[src/rtl/xcvr_link_reset_seq.sv]
// Transceiver link reset sequencer: independent TX/RX reset FSMs with lock
// qualification, restart handling and RX lock-loss counting.
module xcvr_link_reset_seq #(
  parameter int unsigned T_ANA = 32,
  parameter int unsigned T_LTD = 1024,
  parameter int unsigned T_DIG = 16
) (
  input  logic       clk,
  input  logic       reset_n,
  input  logic       pll_locked,
  input  logic       tx_cal_busy,
  input  logic       rx_cal_busy,
  input  logic       rx_is_lockedtodata,
  input  logic       restart,
  output logic       tx_analogreset,
  output logic       tx_digitalreset,
  output logic       rx_analogreset,
  output logic       rx_digitalreset,
  output logic       tx_ready,
  output logic       rx_ready,
  output logic [7:0] link_lost_cnt
);

  localparam int unsigned T_MAX1 = (T_ANA > T_LTD) ? T_ANA : T_LTD;
  localparam int unsigned T_MAX  = (T_MAX1 > T_DIG) ? T_MAX1 : T_DIG;
  localparam int unsigned TMR_W  = $clog2(T_MAX + 1);

  localparam logic [TMR_W-1:0] ANA_LAST = TMR_W'(T_ANA - 1);
  localparam logic [TMR_W-1:0] LTD_LAST = TMR_W'(T_LTD - 1);
  localparam logic [TMR_W-1:0] DIG_LAST = TMR_W'(T_DIG - 1);
  localparam logic [TMR_W-1:0] TMR_ONE  = TMR_W'(1);

  typedef enum logic [1:0] {TX_ANA, TX_WAIT, TX_DIG, TX_RDY} tx_state_e;
  typedef enum logic [2:0] {RX_ANA, RX_WAIT_CAL, RX_WAIT_LTD, RX_DIG, RX_RDY} rx_state_e;

  logic [3:0]       r_sync1;
  logic [3:0]       r_sync2;
  logic             w_pll;
  logic             w_tx_cal;
  logic             w_rx_cal;
  logic             w_ltd;

  tx_state_e        r_tx_state;
  tx_state_e        w_tx_state_nxt;
  logic [TMR_W-1:0] r_tx_tmr;
  logic [TMR_W-1:0] w_tx_tmr_nxt;
  rx_state_e        r_rx_state;
  rx_state_e        w_rx_state_nxt;
  logic [TMR_W-1:0] r_rx_tmr;
  logic [TMR_W-1:0] w_rx_tmr_nxt;
  logic             w_lost_inc;

  logic             w_tx_ana_nxt;
  logic             w_tx_dig_nxt;
  logic             w_tx_rdy_nxt;
  logic             w_rx_ana_nxt;
  logic             w_rx_dig_nxt;
  logic             w_rx_rdy_nxt;

  logic             r_tx_ana;
  logic             r_tx_dig;
  logic             r_tx_rdy;
  logic             r_rx_ana;
  logic             r_rx_dig;
  logic             r_rx_rdy;
  logic [7:0]       r_lost_cnt;

  // 2-flop synchronizers for the asynchronous status inputs
  always_ff @(posedge clk or negedge reset_n) begin
    if (!reset_n) begin
      r_sync1 <= 4'b0000;
      r_sync2 <= 4'b0000;
    end else begin
      r_sync1 <= {pll_locked, tx_cal_busy, rx_cal_busy, rx_is_lockedtodata};
      r_sync2 <= r_sync1;
    end
  end

  assign w_pll    = r_sync2[3];
  assign w_tx_cal = r_sync2[2];
  assign w_rx_cal = r_sync2[1];
  assign w_ltd    = r_sync2[0];

  // State and timer registers
  always_ff @(posedge clk or negedge reset_n) begin
    if (!reset_n) begin
      r_tx_state <= TX_ANA;
      r_tx_tmr   <= '0;
      r_rx_state <= RX_ANA;
      r_rx_tmr   <= '0;
    end else begin
      r_tx_state <= w_tx_state_nxt;
      r_tx_tmr   <= w_tx_tmr_nxt;
      r_rx_state <= w_rx_state_nxt;
      r_rx_tmr   <= w_rx_tmr_nxt;
    end
  end

  // TX next state; restart overrides every other event
  always_comb begin
    w_tx_state_nxt = r_tx_state;
    w_tx_tmr_nxt   = r_tx_tmr;
    if (restart) begin
      w_tx_state_nxt = TX_ANA;
      w_tx_tmr_nxt   = '0;
    end else begin
      case (r_tx_state)
        TX_ANA: begin
          if (r_tx_tmr == ANA_LAST) begin
            w_tx_state_nxt = TX_WAIT;
            w_tx_tmr_nxt   = '0;
          end else begin
            w_tx_tmr_nxt = r_tx_tmr + TMR_ONE;
          end
        end
        TX_WAIT: begin
          if (w_pll && !w_tx_cal) begin
            w_tx_state_nxt = TX_DIG;
            w_tx_tmr_nxt   = '0;
          end
        end
        TX_DIG: begin
          if (!w_pll) begin
            w_tx_state_nxt = TX_WAIT;
            w_tx_tmr_nxt   = '0;
          end else if (r_tx_tmr == DIG_LAST) begin
            w_tx_state_nxt = TX_RDY;
            w_tx_tmr_nxt   = '0;
          end else begin
            w_tx_tmr_nxt = r_tx_tmr + TMR_ONE;
          end
        end
        TX_RDY: begin
          if (!w_pll) begin
            w_tx_state_nxt = TX_WAIT;
            w_tx_tmr_nxt   = '0;
          end
        end
        default: begin
          w_tx_state_nxt = TX_ANA;
          w_tx_tmr_nxt   = '0;
        end
      endcase
    end
  end

  // RX next state; the lock-loss counter only bumps when restart is idle
  always_comb begin
    w_rx_state_nxt = r_rx_state;
    w_rx_tmr_nxt   = r_rx_tmr;
    w_lost_inc     = 1'b0;
    if (restart) begin
      w_rx_state_nxt = RX_ANA;
      w_rx_tmr_nxt   = '0;
    end else begin
      case (r_rx_state)
        RX_ANA: begin
          if (r_rx_tmr == ANA_LAST) begin
            w_rx_state_nxt = RX_WAIT_CAL;
            w_rx_tmr_nxt   = '0;
          end else begin
            w_rx_tmr_nxt = r_rx_tmr + TMR_ONE;
          end
        end
        RX_WAIT_CAL: begin
          if (!w_rx_cal) begin
            w_rx_state_nxt = RX_WAIT_LTD;
            w_rx_tmr_nxt   = '0;
          end
        end
        RX_WAIT_LTD: begin
          if (!w_ltd) begin
            w_rx_tmr_nxt = '0;
          end else if (r_rx_tmr == LTD_LAST) begin
            w_rx_state_nxt = RX_DIG;
            w_rx_tmr_nxt   = '0;
          end else begin
            w_rx_tmr_nxt = r_rx_tmr + TMR_ONE;
          end
        end
        RX_DIG: begin
          if (!w_ltd) begin
            w_rx_state_nxt = RX_WAIT_LTD;
            w_rx_tmr_nxt   = '0;
          end else if (r_rx_tmr == DIG_LAST) begin
            w_rx_state_nxt = RX_RDY;
            w_rx_tmr_nxt   = '0;
          end else begin
            w_rx_tmr_nxt = r_rx_tmr + TMR_ONE;
          end
        end
        RX_RDY: begin
          if (!w_ltd) begin
            w_rx_state_nxt = RX_WAIT_LTD;
            w_rx_tmr_nxt   = '0;
            w_lost_inc     = 1'b1;
          end
        end
        default: begin
          w_rx_state_nxt = RX_ANA;
          w_rx_tmr_nxt   = '0;
        end
      endcase
    end
  end

  // Output decode from next state so registered outputs track the state
  always_comb begin
    w_tx_ana_nxt = (w_tx_state_nxt == TX_ANA);
    w_tx_dig_nxt = (w_tx_state_nxt != TX_RDY);
    w_tx_rdy_nxt = (w_tx_state_nxt == TX_RDY);
    w_rx_ana_nxt = (w_rx_state_nxt == RX_ANA);
    w_rx_dig_nxt = (w_rx_state_nxt != RX_RDY);
    w_rx_rdy_nxt = (w_rx_state_nxt == RX_RDY);
  end

  always_ff @(posedge clk or negedge reset_n) begin
    if (!reset_n) begin
      r_tx_ana   <= 1'b1;
      r_tx_dig   <= 1'b1;
      r_tx_rdy   <= 1'b0;
      r_rx_ana   <= 1'b1;
      r_rx_dig   <= 1'b1;
      r_rx_rdy   <= 1'b0;
      r_lost_cnt <= 8'd0;
    end else begin
      r_tx_ana <= w_tx_ana_nxt;
      r_tx_dig <= w_tx_dig_nxt;
      r_tx_rdy <= w_tx_rdy_nxt;
      r_rx_ana <= w_rx_ana_nxt;
      r_rx_dig <= w_rx_dig_nxt;
      r_rx_rdy <= w_rx_rdy_nxt;
      if (w_lost_inc && (r_lost_cnt != 8'hFF)) begin
        r_lost_cnt <= r_lost_cnt + 8'd1;
      end
    end
  end

  assign tx_analogreset  = r_tx_ana;
  assign tx_digitalreset = r_tx_dig;
  assign rx_analogreset  = r_rx_ana;
  assign rx_digitalreset = r_rx_dig;
  assign tx_ready        = r_tx_rdy;
  assign rx_ready        = r_rx_rdy;
  assign link_lost_cnt   = r_lost_cnt;

endmodule

[config.mk]
export PLATFORM = sky130hd
export DESIGN_NAME = xcvr_link_reset_seq
export DESIGN_NICKNAME = d
export VERILOG_FILES = /design/src/rtl/xcvr_link_reset_seq.sv
export SDC_FILE = /design/constraint.sdc
export NUM_CORES = 1
export LEC_CHECK = 0
export CAP_MARGIN = 25
export CORE_MARGIN = 4
export CORE_UTILIZATION = 40
export DETAILED_ROUTE_END_ITERATION = 8
export PLACE_DENSITY = 0.62
export SYNTH_ARGS = -nofsm -noshare
export SYNTH_HDL_FRONTEND = slang
export SYNTH_SLANG_ARGS = --single-unit
[constraint.sdc]
create_clock -name clk -period 2.5 [get_ports clk]
set_clock_uncertainty 0.2 [all_clocks]
set_input_delay 0.375 -clock clk [delete_from_list [all_inputs] [get_ports clk]]
set_output_delay 0.375 -clock clk [all_outputs]
set_load 0.01 [all_outputs]
==> impl_results.md <==
* Status: completed
* Async SR Flop Fraction at 1.00
* Global routing's busiest layer: met2
* Final period util at 0.885
* Total Wirelength at 4730 microns
* Number of remaining DRC errors at 0
* Largest net degree at the start of global routing at 26
* Hold Crit Class: reg2reg
* Count of cell types in the netlist at 54
* CP max stage cell: nor4_1
* Grt met3 use at 0.0403
* Vias in the first global route at 1,787
* Root buf cell: clkbuf_8
* Final hold violations at 0
* Fill count at 570
* Initial antenna violation count at 0
* Reg clk slew, reported paths at 90 ps
* Grt total ovfl at 0
* R2R depth at 6
* Fmax at 0.452 GHz
* Clock Path Buffers at 2
* Area of the die at 7330 sq um
* Final Critical Period at 2210 ps
* LEAKAGE at 1.19 nW
* Die Ht at 85.6 microns
* Main synth FF type: dfrtp_1
* Worst-Margin Slew at 546 ps
* Clock sink count at 49
* Post-synthesis net count at 243
* Post-DR wirelength/cell at 13.9 microns
* Most frequent cells after synthesis: dfrtp_1, nand2_1, nor2_1
* Yosys reg bits at 49
* Crit-path max FO at 7
* Skew-Pair Late Insertion Delay at 300 ps
* Post-synth EDFFs at 0
* Core Region at 5890 sq um
* GPL Wtd Cong at 0.837
* Fraction of layout cells with a size suffix above 1 at 0.109
* CTS Buf Count at 5
* H-Tree Depth at 2
* Hold Slack at 155 ps
* Setup_tns at 0 ps
* VDD IR max at 0.339 mV
* Worst Setup Start Kind: flip-flop
* DRT antenna net count at 0
* Met1 Resource Use GR at 0.196
* Post-synth top area share at 0.467
* Worst path buffer plus inverter count at 0
* Setup crit end kind: flip-flop
* DR pass1 iterations at 4
* CP required at 2490 ps
* R2R Path Start: r_rx_tmr[0]$_DFFE_PN0P_
* CP top delay family: simple AND/OR/NAND/NOR gates
* TritonCTS clock tree: done
* Rows at 28
* Initial DRC count at 96
* Post-CTS sizing at 0
* Mapped Cells at 233
* Final HPWL DP at 3450 microns
* Global-route wire length before repair at 8440 microns
* Top area cells in the synthesized netlist: dfrtp_1, dfstp_2, xnor2_1, nand2_1, nor2_1
* Average cell area after synthesis at 10.3 sq um
* Hold_sp: r_sync1[2]$_DFF_PN0_
* Seq/Total Area, Yosys at 0.511
* Via count at 1,837
* Critical path class: reg2reg
* Total GRT Usage at 0.142
* Ant. Diodes at 0
* Setup-failing EPs final at 0
* Die width at 85.6 microns
* Final Net Count at 274
* Post-synth top area cell: dfrtp_1
* Avg Vias per Cell at 5.40
* Netlist area before placement at 2410 sq um
* Hold path depth at 0
* RSZ-0062 raised after global routing: no
* Met2 usage at 0.218
* Fin. max-slew vios at 0
* I/O Pins at 21
* Pwr/cell area at 510 nW/um^2
* Hold endpoint: r_sync2[2]$_DFF_PN0_
* Worst Setup SP: r_rx_tmr[0]$_DFFE_PN0P_
* Maxcap violations at 0
* RR Endpoint: r_rx_tmr[5]$_DFFE_PN0P_
* Critical path's largest stage delay at 420 ps
* Slew HR at 0.636
* Warnings, synthesis at 0
* Crit path cell chain: ha_1 > nand4_1 > nor4_1 > or3b_1 > and3_1 > o21bai_1
* Most numerous cell in the Yosys netlist: dfrtp_1
* Buffers on Ports at 20
* Area grow syn2layout at 18.7%
* Path length in cells of the critical path at 6
* Worst Path Arrival at 2200 ps
* Initial Util at 0.409
* Reg2reg setup slack at 290 ps
cell families (layout without fill, tap and decap cells):
group,Yosys count,in the layout,share of synthesized area
buf+inv,13,45,0.0203
flops,49,49,0.511
mux,3,3,0.0135
compound gates,50,50,0.151
fa+ha+maj,3,3,0.0156
simple gates,100,100,0.235
xor+xnor,15,15,0.0545
through the flow:
step | area [sq um] | power [mW] | std cells | util | setup slack (ps)
after global routing | 2860 | 1.52 | 340 | 0.486 | 139
final | 2860 | 1.46 | 340 | 0.486 | 287
after detailed placement | 2740 | 0.909 | 331 | 0.466 | 108
after floorplan | 2410 | 0.867 | 233 | - | 454
after CTS | 2860 | 1.49 | 340 | 0.486 | 286
after global placement | 2740 | 0.908 | 331 | 0.466 | 158
routing by layer:
metal / share of wire / up-vias
met5: 0 / -
met4: 0.014 / 0
met3: 0.042 / 8
met2: 0.45 / 30
met1: 0.49 / 887
li1: - / 912
layout by cell type, fill, tap and decap left out, types with 7 or more instances in the layout:
| cell type | synthesis | routed |
|---|---|---|
| buf_4 | 0 | 8 |
| clkdlybuf4s50_1 | 0 | 19 |
| dfrtp_1 | 45 | 45 |
| inv_1 | 8 | 8 |
| nand2_1 | 18 | 18 |
| nand3_1 | 10 | 10 |
| nor2_1 | 18 | 18 |
| o21ai_0 | 13 | 13 |
| xnor2_1 | 8 | 8 |
| xor2_1 | 7 | 7 |
final cells by class:
class	count	area, sq um	share of cell area
timing repair buffer	29	265	0.0927
tap	75	93.8	0.0328
multi-input combinational	171	1130	0.395
inverter	8	30.0	0.0105
clock inverter	2	38.8	0.0136
clock buffer	6	72.6	0.0254
sequential	49	1230	0.430
how the worst max path moves through the flow:
stage	end	slack (ps)
after global routing	rx_analogreset$_DFF_PN1_	140
final	r_rx_tmr[5]$_DFFE_PN0P_	290
after global placement	link_lost_cnt[1]$_DFFE_PN0P_	160
after detailed placement	r_tx_tmr[10]$_DFFE_PN0P_	110
after floorplan	link_lost_cnt[7]$_DFFE_PN0P_	450
after CTS	r_rx_tmr[5]$_DFFE_PN0P_	290
report_power, final:
| part | leakage (nW) | total (mW) | internal, mW | switching (mW) |
|---|---|---|---|---|
| Clock | 0.0554 | 0.568 | 0.301 | 0.267 |
| Sequential | 0.645 | 0.822 | 0.808 | 0.0136 |
| Combinational | 0.488 | 0.0711 | 0.0315 | 0.0396 |
repair_timing:
item | CTS | global route
hold buffers | 1 | 0
endpoints found under the hold margin | 20 | 0
setup buffers | 0 | 0
sequential cells by signal (all words and copies together), names as in the netlist:
signal / cells
r_rx_tmr: 11
r_tx_tmr: 11
link_lost_cnt: 8
r_sync1: 4
r_sync2: 4
r_rx_state: 3
r_tx_state: 2
rx_analogreset: 1
rx_digitalreset: 1
rx_ready: 1
tx_analogreset: 1
tx_digitalreset: 1
tx_ready: 1
No activity file was read; power rests on OpenSTA's default activity.
